--- src/rtl/mode_sequencer_pkg.sv ---
`default_nettype none
// =============================================================================
// mode_seq_pkg : state encodings and button indices for the watch sequencer
// Rev 1.0
// =============================================================================
package mode_seq_pkg;

   typedef enum logic [2:0] {
      ST_WATCH   = 3'd0,
      ST_SET_NOW = 3'd1,
      ST_SET_ARM = 3'd2,
      ST_RING    = 3'd3,
      ST_SNOOZE  = 3'd4
   } state_t;

   localparam int c_NUM_BTN   = 5;
   localparam int c_BTN_DOWN  = 0;
   localparam int c_BTN_UP    = 1;
   localparam int c_BTN_SHIFT = 2;
   localparam int c_BTN_CHMOD = 3;
   localparam int c_BTN_OK    = 4;

endpackage
`default_nettype wire

--- src/rtl/mode_sequencer_if.sv ---
`default_nettype none
// =============================================================================
// mode_sequencer_if : front-panel buttons, time strobes and mode/edit outputs
// Rev 1.0
// =============================================================================
interface mode_sequencer_if;
   logic       chmod;
   logic       OK;
   logic       shift;
   logic       up;
   logic       down;
   logic       sec_tick;
   logic       alarm_match;
   logic [2:0] STATE;
   logic [2:0] cursor;
   logic       inc_pulse;
   logic       dec_pulse;
   logic       commit_now;
   logic       commit_arm;
   logic       cancel;
   logic       alarm_on;
   logic       ring_en;

   modport master (
      output chmod, OK, shift, up, down, sec_tick, alarm_match,
      input  STATE, cursor, inc_pulse, dec_pulse, commit_now, commit_arm,
             cancel, alarm_on, ring_en
   );

   modport slave (
      input  chmod, OK, shift, up, down, sec_tick, alarm_match,
      output STATE, cursor, inc_pulse, dec_pulse, commit_now, commit_arm,
             cancel, alarm_on, ring_en
   );
endinterface
`default_nettype wire

--- src/rtl/mode_sequencer_btn_pulse.sv ---
`default_nettype none
// =============================================================================
// btn_pulse : 2-flop sync, stable-level debounce, one-cycle rising-edge event
// Rev 1.0
// =============================================================================
module btn_pulse #(
   parameter int DEBOUNCE_CYC = 16
) (
   input  wire logic CLK,
   input  wire logic RESETN,
   input  wire logic i_raw,
   output logic      o_pulse
);
   localparam int                 c_CNT_W    = $clog2(DEBOUNCE_CYC + 1);
   localparam logic [c_CNT_W-1:0] c_CNT_LAST = c_CNT_W'(DEBOUNCE_CYC - 1);

   logic               r_sync1;
   logic               r_sync2;
   logic               r_stable;
   logic               r_stable_d;
   logic               r_pulse;
   logic [c_CNT_W-1:0] r_cnt;

   always_ff @(posedge CLK) begin
      if (!RESETN) begin
         r_sync1    <= 1'b0;
         r_sync2    <= 1'b0;
         r_stable   <= 1'b0;
         r_stable_d <= 1'b0;
         r_pulse    <= 1'b0;
         r_cnt      <= '0;
      end else begin
         r_sync1 <= i_raw;
         r_sync2 <= r_sync1;
         // Any bounce back to the accepted level restarts the hold count.
         if (r_sync2 == r_stable) begin
            r_cnt <= '0;
         end else if (r_cnt == c_CNT_LAST) begin
            r_cnt    <= '0;
            r_stable <= r_sync2;
         end else begin
            r_cnt <= r_cnt + 1'b1;
         end
         r_stable_d <= r_stable;
         r_pulse    <= r_stable & ~r_stable_d;
      end
   end

   assign o_pulse = r_pulse;
endmodule
`default_nettype wire

--- src/rtl/mode_sequencer.sv ---
`default_nettype none
// =============================================================================
// mode_sequencer : alarm-watch mode FSM (WATCH/SET_NOW/SET_ARM/RING/SNOOZE)
// Optional snooze feature enabled by defining MODE_SEQ_SNOOZE_EN.  Rev 1.0
// =============================================================================
module mode_sequencer
   import mode_seq_pkg::*;
#(
   parameter int DEBOUNCE_CYC = 16,
   parameter int RING_SEC     = 60,
   parameter int SNOOZE_SEC   = 300,
   parameter int NUM_FIELDS   = 6
) (
   input  wire logic        CLK,
   input  wire logic        RESETN,
   mode_sequencer_if.slave  bus
);
   localparam logic [6:0] c_RING_LAST   = 7'(RING_SEC - 1);
   localparam logic [8:0] c_SNOOZE_LAST = 9'(SNOOZE_SEC - 1);
   localparam logic [2:0] c_CURSOR_LAST = 3'(NUM_FIELDS - 1);

   logic [c_NUM_BTN-1:0] w_raw;
   logic [c_NUM_BTN-1:0] w_ev;

   assign w_raw[c_BTN_DOWN]  = bus.down;
   assign w_raw[c_BTN_UP]    = bus.up;
   assign w_raw[c_BTN_SHIFT] = bus.shift;
   assign w_raw[c_BTN_CHMOD] = bus.chmod;
   assign w_raw[c_BTN_OK]    = bus.OK;

   for (genvar gi = 0; gi < c_NUM_BTN; gi++) begin : g_btn
      btn_pulse #(.DEBOUNCE_CYC(DEBOUNCE_CYC)) u_btn (
         .CLK    (CLK),
         .RESETN (RESETN),
         .i_raw  (w_raw[gi]),
         .o_pulse(w_ev[gi])
      );
   end

   // Fixed priority: only the highest-ranked simultaneous event survives.
   logic w_win_ok, w_win_chmod, w_win_shift, w_win_up, w_win_down, w_any_ev;
   assign w_win_ok    = w_ev[c_BTN_OK];
   assign w_win_chmod = w_ev[c_BTN_CHMOD] & ~w_ev[c_BTN_OK];
   assign w_win_shift = w_ev[c_BTN_SHIFT] & ~w_ev[c_BTN_CHMOD] & ~w_ev[c_BTN_OK];
   assign w_win_up    = w_ev[c_BTN_UP] & ~w_ev[c_BTN_SHIFT] & ~w_ev[c_BTN_CHMOD] & ~w_ev[c_BTN_OK];
   assign w_win_down  = w_ev[c_BTN_DOWN] & ~(|w_ev[c_NUM_BTN-1:c_BTN_UP]);
   assign w_any_ev    = |w_ev;

   state_t     r_state;
   logic [2:0] r_cursor;
   logic [6:0] r_ring_cnt;
   logic [8:0] r_snooze_cnt;
   logic       r_am_d, r_alarm_on, r_ring_en;
   logic       r_inc, r_dec, r_commit_now, r_commit_arm, r_cancel;
   logic       w_alarm_rise;

   assign w_alarm_rise = bus.alarm_match & ~r_am_d & r_alarm_on;

   always_ff @(posedge CLK) begin
      if (!RESETN) begin
         r_state      <= ST_WATCH;
         r_cursor     <= '0;
         r_ring_cnt   <= '0;
         r_snooze_cnt <= '0;
         r_am_d       <= 1'b0;
         r_alarm_on   <= 1'b0;
         r_ring_en    <= 1'b0;
         r_inc        <= 1'b0;
         r_dec        <= 1'b0;
         r_commit_now <= 1'b0;
         r_commit_arm <= 1'b0;
         r_cancel     <= 1'b0;
      end else begin
         r_am_d       <= bus.alarm_match;
         r_inc        <= 1'b0;
         r_dec        <= 1'b0;
         r_commit_now <= 1'b0;
         r_commit_arm <= 1'b0;
         r_cancel     <= 1'b0;
         case (r_state)
            ST_WATCH: begin
               if (w_alarm_rise) begin
                  r_state    <= ST_RING;
                  r_ring_en  <= 1'b1;
                  r_ring_cnt <= '0;
               end else if (w_win_chmod) begin
                  r_state  <= ST_SET_NOW;
                  r_cursor <= '0;
               end else if (w_win_shift) begin
                  r_alarm_on <= ~r_alarm_on;
               end
            end
            ST_SET_NOW, ST_SET_ARM: begin
               if (w_alarm_rise) begin
                  r_cancel   <= 1'b1;
                  r_state    <= ST_RING;
                  r_ring_en  <= 1'b1;
                  r_ring_cnt <= '0;
               end else if (w_win_ok) begin
                  r_state <= ST_WATCH;
                  if (r_state == ST_SET_NOW) begin
                     r_commit_now <= 1'b1;
                  end else begin
                     r_commit_arm <= 1'b1;
                     r_alarm_on   <= 1'b1;
                  end
               end else if (w_win_chmod) begin
                  r_cancel <= 1'b1;
                  if (r_state == ST_SET_NOW) begin
                     r_state  <= ST_SET_ARM;
                     r_cursor <= '0;
                  end else begin
                     r_state <= ST_WATCH;
                  end
               end else if (w_win_shift) begin
                  r_cursor <= (r_cursor == c_CURSOR_LAST) ? 3'd0 : r_cursor + 3'd1;
               end else if (w_win_up) begin
                  r_inc <= 1'b1;
               end else if (w_win_down) begin
                  r_dec <= 1'b1;
               end
            end
            ST_RING: begin
               if (w_any_ev) begin
                  r_ring_en <= 1'b0;
`ifdef MODE_SEQ_SNOOZE_EN
                  if (w_win_up | w_win_down) begin
                     r_state      <= ST_SNOOZE;
                     r_snooze_cnt <= '0;
                  end else begin
                     r_state <= ST_WATCH;
                  end
`else
                  r_state <= ST_WATCH;
`endif
               end else if (bus.sec_tick) begin
                  r_ring_cnt <= r_ring_cnt + 7'd1;
                  if (r_ring_cnt == c_RING_LAST) begin
                     r_state   <= ST_WATCH;
                     r_ring_en <= 1'b0;
                  end
               end
            end
            // Only entered from RING when the snooze build is selected.
            ST_SNOOZE: begin
               if (w_win_ok) begin
                  r_state <= ST_WATCH;
               end else if (bus.sec_tick) begin
                  r_snooze_cnt <= r_snooze_cnt + 9'd1;
                  if (r_snooze_cnt == c_SNOOZE_LAST) begin
                     r_state    <= ST_RING;
                     r_ring_en  <= 1'b1;
                     r_ring_cnt <= '0;
                  end
               end
            end
            default: begin
               r_state   <= ST_WATCH;
               r_ring_en <= 1'b0;
            end
         endcase
      end
   end

   assign bus.STATE      = r_state;
   assign bus.cursor     = r_cursor;
   assign bus.inc_pulse  = r_inc;
   assign bus.dec_pulse  = r_dec;
   assign bus.commit_now = r_commit_now;
   assign bus.commit_arm = r_commit_arm;
   assign bus.cancel     = r_cancel;
   assign bus.alarm_on   = r_alarm_on;
   assign bus.ring_en    = r_ring_en;
endmodule
`default_nettype wire

--- src/flat_wrapper.sv ---
// flat-port wrapper written by rule: the top's interface ports become plain ports
module mode_sequencer_flat import mode_seq_pkg::*;
#(
   parameter int DEBOUNCE_CYC = 16,
   parameter int RING_SEC     = 60,
   parameter int SNOOZE_SEC   = 300,
   parameter int NUM_FIELDS   = 6
)
  (CLK, RESETN, bus_chmod, bus_OK, bus_shift, bus_up, bus_down, bus_sec_tick, bus_alarm_match, bus_STATE, bus_cursor, bus_inc_pulse, bus_dec_pulse, bus_commit_now, bus_commit_arm, bus_cancel, bus_alarm_on, bus_ring_en);
  mode_sequencer_if bus_i ();
  input  wire logic CLK;
  input  wire logic RESETN;
  input wire logic [$bits(bus_i.chmod)-1:0] bus_chmod;
  input wire logic [$bits(bus_i.OK)-1:0] bus_OK;
  input wire logic [$bits(bus_i.shift)-1:0] bus_shift;
  input wire logic [$bits(bus_i.up)-1:0] bus_up;
  input wire logic [$bits(bus_i.down)-1:0] bus_down;
  input wire logic [$bits(bus_i.sec_tick)-1:0] bus_sec_tick;
  input wire logic [$bits(bus_i.alarm_match)-1:0] bus_alarm_match;
  output wire logic [$bits(bus_i.STATE)-1:0] bus_STATE;
  output wire logic [$bits(bus_i.cursor)-1:0] bus_cursor;
  output wire logic [$bits(bus_i.inc_pulse)-1:0] bus_inc_pulse;
  output wire logic [$bits(bus_i.dec_pulse)-1:0] bus_dec_pulse;
  output wire logic [$bits(bus_i.commit_now)-1:0] bus_commit_now;
  output wire logic [$bits(bus_i.commit_arm)-1:0] bus_commit_arm;
  output wire logic [$bits(bus_i.cancel)-1:0] bus_cancel;
  output wire logic [$bits(bus_i.alarm_on)-1:0] bus_alarm_on;
  output wire logic [$bits(bus_i.ring_en)-1:0] bus_ring_en;
  assign bus_i.chmod = bus_chmod;
  assign bus_i.OK = bus_OK;
  assign bus_i.shift = bus_shift;
  assign bus_i.up = bus_up;
  assign bus_i.down = bus_down;
  assign bus_i.sec_tick = bus_sec_tick;
  assign bus_i.alarm_match = bus_alarm_match;
  assign bus_STATE = bus_i.STATE;
  assign bus_cursor = bus_i.cursor;
  assign bus_inc_pulse = bus_i.inc_pulse;
  assign bus_dec_pulse = bus_i.dec_pulse;
  assign bus_commit_now = bus_i.commit_now;
  assign bus_commit_arm = bus_i.commit_arm;
  assign bus_cancel = bus_i.cancel;
  assign bus_alarm_on = bus_i.alarm_on;
  assign bus_ring_en = bus_i.ring_en;
  mode_sequencer #(.DEBOUNCE_CYC(DEBOUNCE_CYC), .RING_SEC(RING_SEC), .SNOOZE_SEC(SNOOZE_SEC), .NUM_FIELDS(NUM_FIELDS)) u_core (.CLK(CLK), .RESETN(RESETN), .bus(bus_i));
endmodule
--- config.mk ---
export PLATFORM = sky130hd
export DESIGN_NAME = mode_sequencer_flat
export DESIGN_NICKNAME = d
export VERILOG_FILES = /design/src/rtl/mode_sequencer_pkg.sv /design/src/rtl/mode_sequencer_if.sv /design/src/rtl/mode_sequencer_btn_pulse.sv /design/src/rtl/mode_sequencer.sv /design/src/flat_wrapper.sv
export SDC_FILE = /design/constraint.sdc
export NUM_CORES = 1
export LEC_CHECK = 0
export ABC_CLOCK_PERIOD_IN_PS = 3150
export BUFFER_PORTS_ARGS = -buffer_cell sky130_fd_sc_hd__buf_2
export CORE_AREA = 2 2 75 77
export CTS_CLUSTER_SIZE = 40
export DETAILED_ROUTE_END_ITERATION = 12
export DIE_AREA = 0 0 77 79
export GPL_ROUTABILITY_DRIVEN = 0
export PLACE_DENSITY = 0.73
export SKIP_LAST_GASP = 1
export SLEW_MARGIN = 20
export SYNTH_ARGS = -nofsm -noshare
export SYNTH_HDL_FRONTEND = slang
export SYNTH_SLANG_ARGS = --single-unit
--- constraint.sdc ---
create_clock -name CLK -period 3.15 [get_ports CLK]
set_input_delay 0.7875 -clock CLK [delete_from_list [all_inputs] [get_ports CLK]]
set_output_delay 0.7875 -clock CLK [all_outputs]
set_load 0.01 [all_outputs]
---- Yosys cells after proc, flatten, opt, wreduce, memory -nomap -nowiden ----
Cells that the tools add are included.
cells by class
  add/sub/neg operators ................... 8
  equal/unequal tests ..................... 39
  mux-type cells .......................... 51
  bitwise gates (word level) .............. 32
  reduce and logical (&&, ||, !) cells .... 27
operators by type and width
  kind                                                                   number
  3-bit 2-to-1 mux                                                       19
  7-bit 2-to-1 mux                                                       6
  5-bit by 1-bit adder with 5-bit output, second input constant          5
  5-bit by 4-bit equality test with 1-bit output, second input constant  5
  7-bit one-hot mux with 3 select lines                                  1
  7-bit AND reduction                                                    3
  1-bit 2-to-1 mux                                                       20
  2-bit != test, second input constant                                   10
  1-bit NOT                                                              18
  3-bit OR reduction                                                     6
  1-bit AND                                                              14
  3-bit one-hot mux with 4 select lines                                  1
  2-bit AND reduction                                                    6
  6-bit AND reduction                                                    2
  9-bit by 1-bit adder with 9-bit output, second input constant          1
  9-bit equality test, second input constant                             1
  3-bit by 1-bit != test with 1-bit output, second input constant        3
  2-bit by 1-bit != test with 1-bit output, second input constant        4
  4-bit OR reduction                                                     2
  7-bit by 1-bit adder with 7-bit output, second input constant          1
  7-bit by 6-bit equality test with 1-bit output, second input constant  1
  7-bit OR reduction                                                     1
  3-bit by 2-bit equality test with 1-bit output, second input constant  2
  3-bit equality test, second input constant                             2
  17 further kinds                                                       23
word-level totals
  register bits ........................... 80
  bits of input ports ..................... 9
  output and inout port bits .............. 13
  logic and storage cells ................. 199

---- Depth between registers and ports, before layout ----
  word-level depth ........................ 8
  mapped depth ............................ 6
  depth with buffers taken out ............ 6

---- Hierarchy ----
A second synthesis with hierarchy kept.
unflattened totals
  cells, all modules ...................... 282
  area total of the unflattened synthesis .. 2,862.7 um^2
modules (own cells, without submodules)
  module          instances  cells each  area an instance (um^2)  seq. area each (um^2)
  btn_pulse       5          31          342.8                    200.2
  mode_sequencer  1          127         1,148.6                  400.4

---- Worst setup path before layout ----
OpenSTA, ideal clock, no wires.
  path kind ............................... register -> register
  from .................................... register u_core.r_state[0] (netlist: u_core.bus.STATE[0])
  to ...................................... register u_core.r_cursor[1] (netlist: u_core.bus.cursor[1])
  library setup time ...................... 146 ps
  arrival time ............................ 1,728 ps
  data required time ...................... 3,004 ps
  path slack .............................. 1,276 ps
  stages on the path, launching flop included .. 7
  path buffers ............................ 0
  period minus slack after synthesis ...... 1,874 ps
  cells stage by stage .................... dfxtp_1 inv_1 ha_1 nor4b_1 a211oi_1 a2111oi_0 o32ai_1
on the way
  cells in the longest elaborated chain, start to end .. 4
  elaborated cells on any way between the ends .. 13
  classes of those cells .................. eq/ne: 8; mux: 1; reduce/logical: 4
ends and longest elaborated chain
  item                                                                                                                     RTL line                                     source
  from (decl)                                                                                                              mode_sequencer.sv:49                         state_t r_state;
  from (signal assigned)                                                                                                   mode_sequencer.sv:61                         r_state <= ST_WATCH;
  from (signal assigned)                                                                                                   mode_sequencer.sv:83                         r_state <= ST_RING;
  from (signal assigned)                                                                                                   mode_sequencer.sv:87                         r_state <= ST_SET_NOW;
  3-bit by 2-bit equality test with 1-bit output / 3-bit by 1-bit equality test with 1-bit output (equally long branches)  mode_sequencer.sv:80, mode_sequencer.sv:109
  2-bit OR reduction                                                                                                       mode_sequencer.sv:80                         case (r_state)
  3-bit by 1-bit != test with 1-bit output (no source line), or another cell as far along                                  n/a
  7-bit AND reduction (no source line)                                                                                     n/a
  to (signal assigned)                                                                                                     mode_sequencer.sv:116                        r_cursor <= (r_cursor == c_CURSOR_LAST) ? 3'd0 : r_cursor + 3'd1;
  to (decl)                                                                                                                mode_sequencer.sv:50                         logic [2:0] r_cursor;
Parallel ways exist; a longest one is shown, timed or not.
A chain may end at the register's enable or synchronous reset.

---- Worst setup path in the final report ----
  from .................................... register u_core.r_state[0] (netlist: u_core.bus.STATE[0])
  to ...................................... register u_core.r_cursor[2] (netlist: u_core.bus.cursor[2])
The elaborated chain is that of the path after synthesis.

==> summary.md <==
| Metric | Value |
|---|---|
| Overall die area | 6080 um2 |
| Post-CTS Setup Bufs | 0 |
| Number of antenna diodes | 0 |
| DRT antenna net count | 0 |
| Netlist cell types | 49 |
| Top Ports | 22 |
| Sequential share of the synthesized area | 0.500 |
| RR Startpoint | u_core.bus.STATE[0] |
| Hpwl dp | 3050 um |
| Number of cell rows | 27 |
| Die span in x | 77 um |
| Post-Place Setup Slack | 0.885 ns |
| Post-Route Setup TNS | 0 ns |
| Post_cts resized | 0 |
| Hold Fails Final Rpt | 0 |
| Number of buffers inserted during clock tree synthesis | 9 |
| Share of flip-flops with an asynchronous set or reset | 0 |
| Detailed Route Iter0 Violations | 54 |
| Type of the tightest min-delay check | reg2reg |
| Area of the placeable core | 5340 um2 |
| Most instantiated library cell after synthesis | dfxtp_1 |
| Proportion of netlist area held by the largest area contributor | 0.500 |
| Warnings from Yosys | 0 |
| Crit. Startpoint | u_core.bus.STATE[0] |
| Number of global-route vias before repair | 1,925 |
| Detailed Routing Iterations Pass 1 | 4 |
| Flop-to-flop setup slack | 1.03 ns |
| Power Total | 2.07 mW |
| Post-route DRC violation count | 0 |
| Post-route non-filler standard cell count | 385 |
| Status | finished clean |
| Length in cells of the worst reg-to-reg path | 6 |
| Average wire per standard cell | 12.0 um |
| Net count after synthesis | 309 |
| Initial core utilization | 0.525 |
| Total via count in the routed design | 1,987 |
| Post-synth EDFFs | 0 |
| Start point of the worst min-delay path | u_core.g_btn[0].u_btn.r_stable_d |
| Max H-tree Level | 3 |
| PnR worst setup slack | 1.03 ns |
| Final setup viols | 0 |
| Skew-Pair Late Insertion Delay | 0.35 ns |
| Fraction of final layout cells with drive strength greater than 1 | 0.131 |
| Clock-pin transition on the worst setup and hold timing paths | 0.07 ns |
| Worst Hold End | u_core.g_btn[0].u_btn.o_pulse |
| Antenna violations before repair | 0 |
| Max_cap viols | 0 |
| Layout fillers | 485 |
| Leading cell types by count after synthesis | dfxtp_1 (70), nor2_1 (37), and2_1 (17), ha_1 (17) |
| Largest fanout of any net on the critical path | 7 |
| Mean Syn Cell Area | 9.91 um2 |
| Endpoint required time on the critical path | 3.36 ns |
| Final critical delay including setup and external delays | 2.12 ns |
| Number of instances in the placed design | 369 |
| Achievable frequency | 471 MHz |
| Nature of the critical path endpoint | register |
| Worst-margin pin slew | 0.605 ns |
| Depth of the worst hold-timing path | 1 |
| Clock sink count | 70 |
| Type of origin of the critical path | register |
| Top area cells in the synthesized netlist | dfxtp_1 (50%), ha_1 (7.6%), nor2_1 (5.0%) |
| Number of vias per cell after detailed routing | 5.16 |
| Total Nets Final | 334 |
| Power density cells | 642 nW/um2 |
| Largest net degree at the start of global routing | 31 |
| Input/output buffers | 20 |
| Fin crit share | 0.674 |
| Most used DFF post-synth | dfxtp_1 |
| CP Data Arrival Time | 2.33 ns |
| Worst clock skew on the final layout | 0.00821 ns |
| Area growth from synthesis to layout | 15.2% |
| Synth area leader | dfxtp_1 |
| Flops & latches, synth | 70 |
| Max-slew violation count | 0 |
| Overall global routing resource usage | 0.173 |
| Setup repair after global routing missed its margin | false |
| Capturing point of the worst reg2reg path | u_core.bus.cursor[2] |
| Die Y | 79 um |
| CTS max path bufs | 2 |
| Clk root buf | clkbuf_8 |
| WL final | 4610 um |
| Clock tree from TritonCTS | done |
| Worst vdd ir | 0.000473 V |
| Worst relative slew slack | 0.587 |
| Leakage | 1.36 nW |
| Critical setup path kind | reg2reg |
| Area of the mapped netlist | 2800 um2 |
| Total congestion overflow | 0 |
| Synthesized instance count | 283 |
| Global-route wire length before repair | 8140 um |
| Worst hold slack after final layout | 0.384 ns |
| Hold-fix buffers at CTS | 0 |
==> area by class of cell <==
class | instances | area [um2] | area share
Sequential cell | 70 | 1400 | 0.434
Multi-Input combinational cell | 193 | 1320 | 0.407
Clock buffer | 10 | 138 | 0.0426
Clock inverter | 6 | 133 | 0.0411
Timing Repair Buffer | 20 | 100 | 0.0310
Inverter | 14 | 52.6 | 0.0163
Tap cell | 72 | 90.1 | 0.0279
==> power by group <==
group | total [mW] | internal [mW] | switching, mW
sequential | 0.926 | 0.905 | 0.0206
combinational | 0.193 | 0.0828 | 0.110
clock | 0.954 | 0.626 | 0.328
total | 2.07 | 1.61 | 0.459
==> placed cells by master (no fill, tap or decap), drive strengths merged, types with 4 or more instances in the layout <==
cell,Yosys,layout
o31ai,4,4
xnor2,10,10
and2,17,17
or3,6,6
buf,2,20
clkbuf,4,10
o21ai,8,8
a31oi,5,5
xor2,5,5
nand2,15,15
inv,14,14
nor2b,7,7
nor2,37,37
bufinv,0,4
mux2i,8,8
nand3,11,11
ha,17,17
and3,9,9
dfxtp,70,70
==> logic make-up after synthesis <==
logic type	count (synthesis)	synth area share
buffers and inverters	20	0.0308
flip-flops	70	0.500
multiplexers	9	0.0326
adder cells (fa/ha/maj)	17	0.0759
AO/OA/AOI/OAI	34	0.0866
AND/OR/NAND/NOR	117	0.226
other	1	0.00134
XOR/XNOR	15	0.0469
==> worst max-delay path by stage <==
| stage | end | slack [ns] | depth (start not counted) |
|---|---|---|---|
| floorplan | u_core.bus.cursor[1] | 1.28 | 6 |
| global placement | u_core.r_ring_cnt[6] | 0.95 | 5 |
| detailed placement | u_core.r_ring_cnt[6] | 0.89 | 5 |
| CTS | u_core.bus.cursor[2] | 1.05 | 6 |
| global route | u_core.bus.cursor[1] | 0.80 | 6 |
| finish | u_core.bus.cursor[2] | 1.03 | 6 |
==> worst max-delay path, cell delays in order (launching register included) <==
cell       delay [ns]
dfxtp_1          0.46
inv_1            0.10
ha_1             0.29
nor4b_1          0.27
a211oi_1         0.10
a2111oi_0        0.59
o32ai_1          0.16
==> registers in the layout (all words and copies together) (netlist names) <==
signal	count
u_core.bus.ring_en	1
u_core.bus.cancel	1
u_core.g_btn.u_btn.r_stable	5
u_core.g_btn.u_btn.r_sync1	5
u_core.r_am_d	1
u_core.r_ring_cnt	7
u_core.g_btn.u_btn.r_sync2	5
u_core.bus.dec_pulse	1
u_core.g_btn.u_btn.o_pulse	5
u_core.bus.commit_now	1
u_core.bus.STATE	2
u_core.bus.inc_pulse	1
u_core.g_btn.u_btn.r_cnt	25
u_core.bus.commit_arm	1
u_core.bus.cursor	3
u_core.g_btn.u_btn.r_stable_d	5
u_core.bus.alarm_on	1
==> per-layer routing <==
| layer | vias up | share of wire | GRT usage |
|---|---|---|---|
| met5 | - | 0 | 0 |
| met4 | 0 | 0.017 | 0.0768 |
| met3 | 8 | 0.058 | 0.0864 |
| met2 | 50 | 0.47 | 0.275 |
| met1 | 912 | 0.45 | 0.197 |
| li1 | 1017 | - | - |
==> metrics by stage <==
stage | cell area (um2) | util
after global routing | 3230 | 0.605
after detailed placement | 2960 | 0.555
after global placement | 2960 | 0.555
after CTS | 3230 | 0.605
final | 3230 | 0.605
after floorplan | 2800 | -
Note: power is estimated with default switching activity, not from simulation.
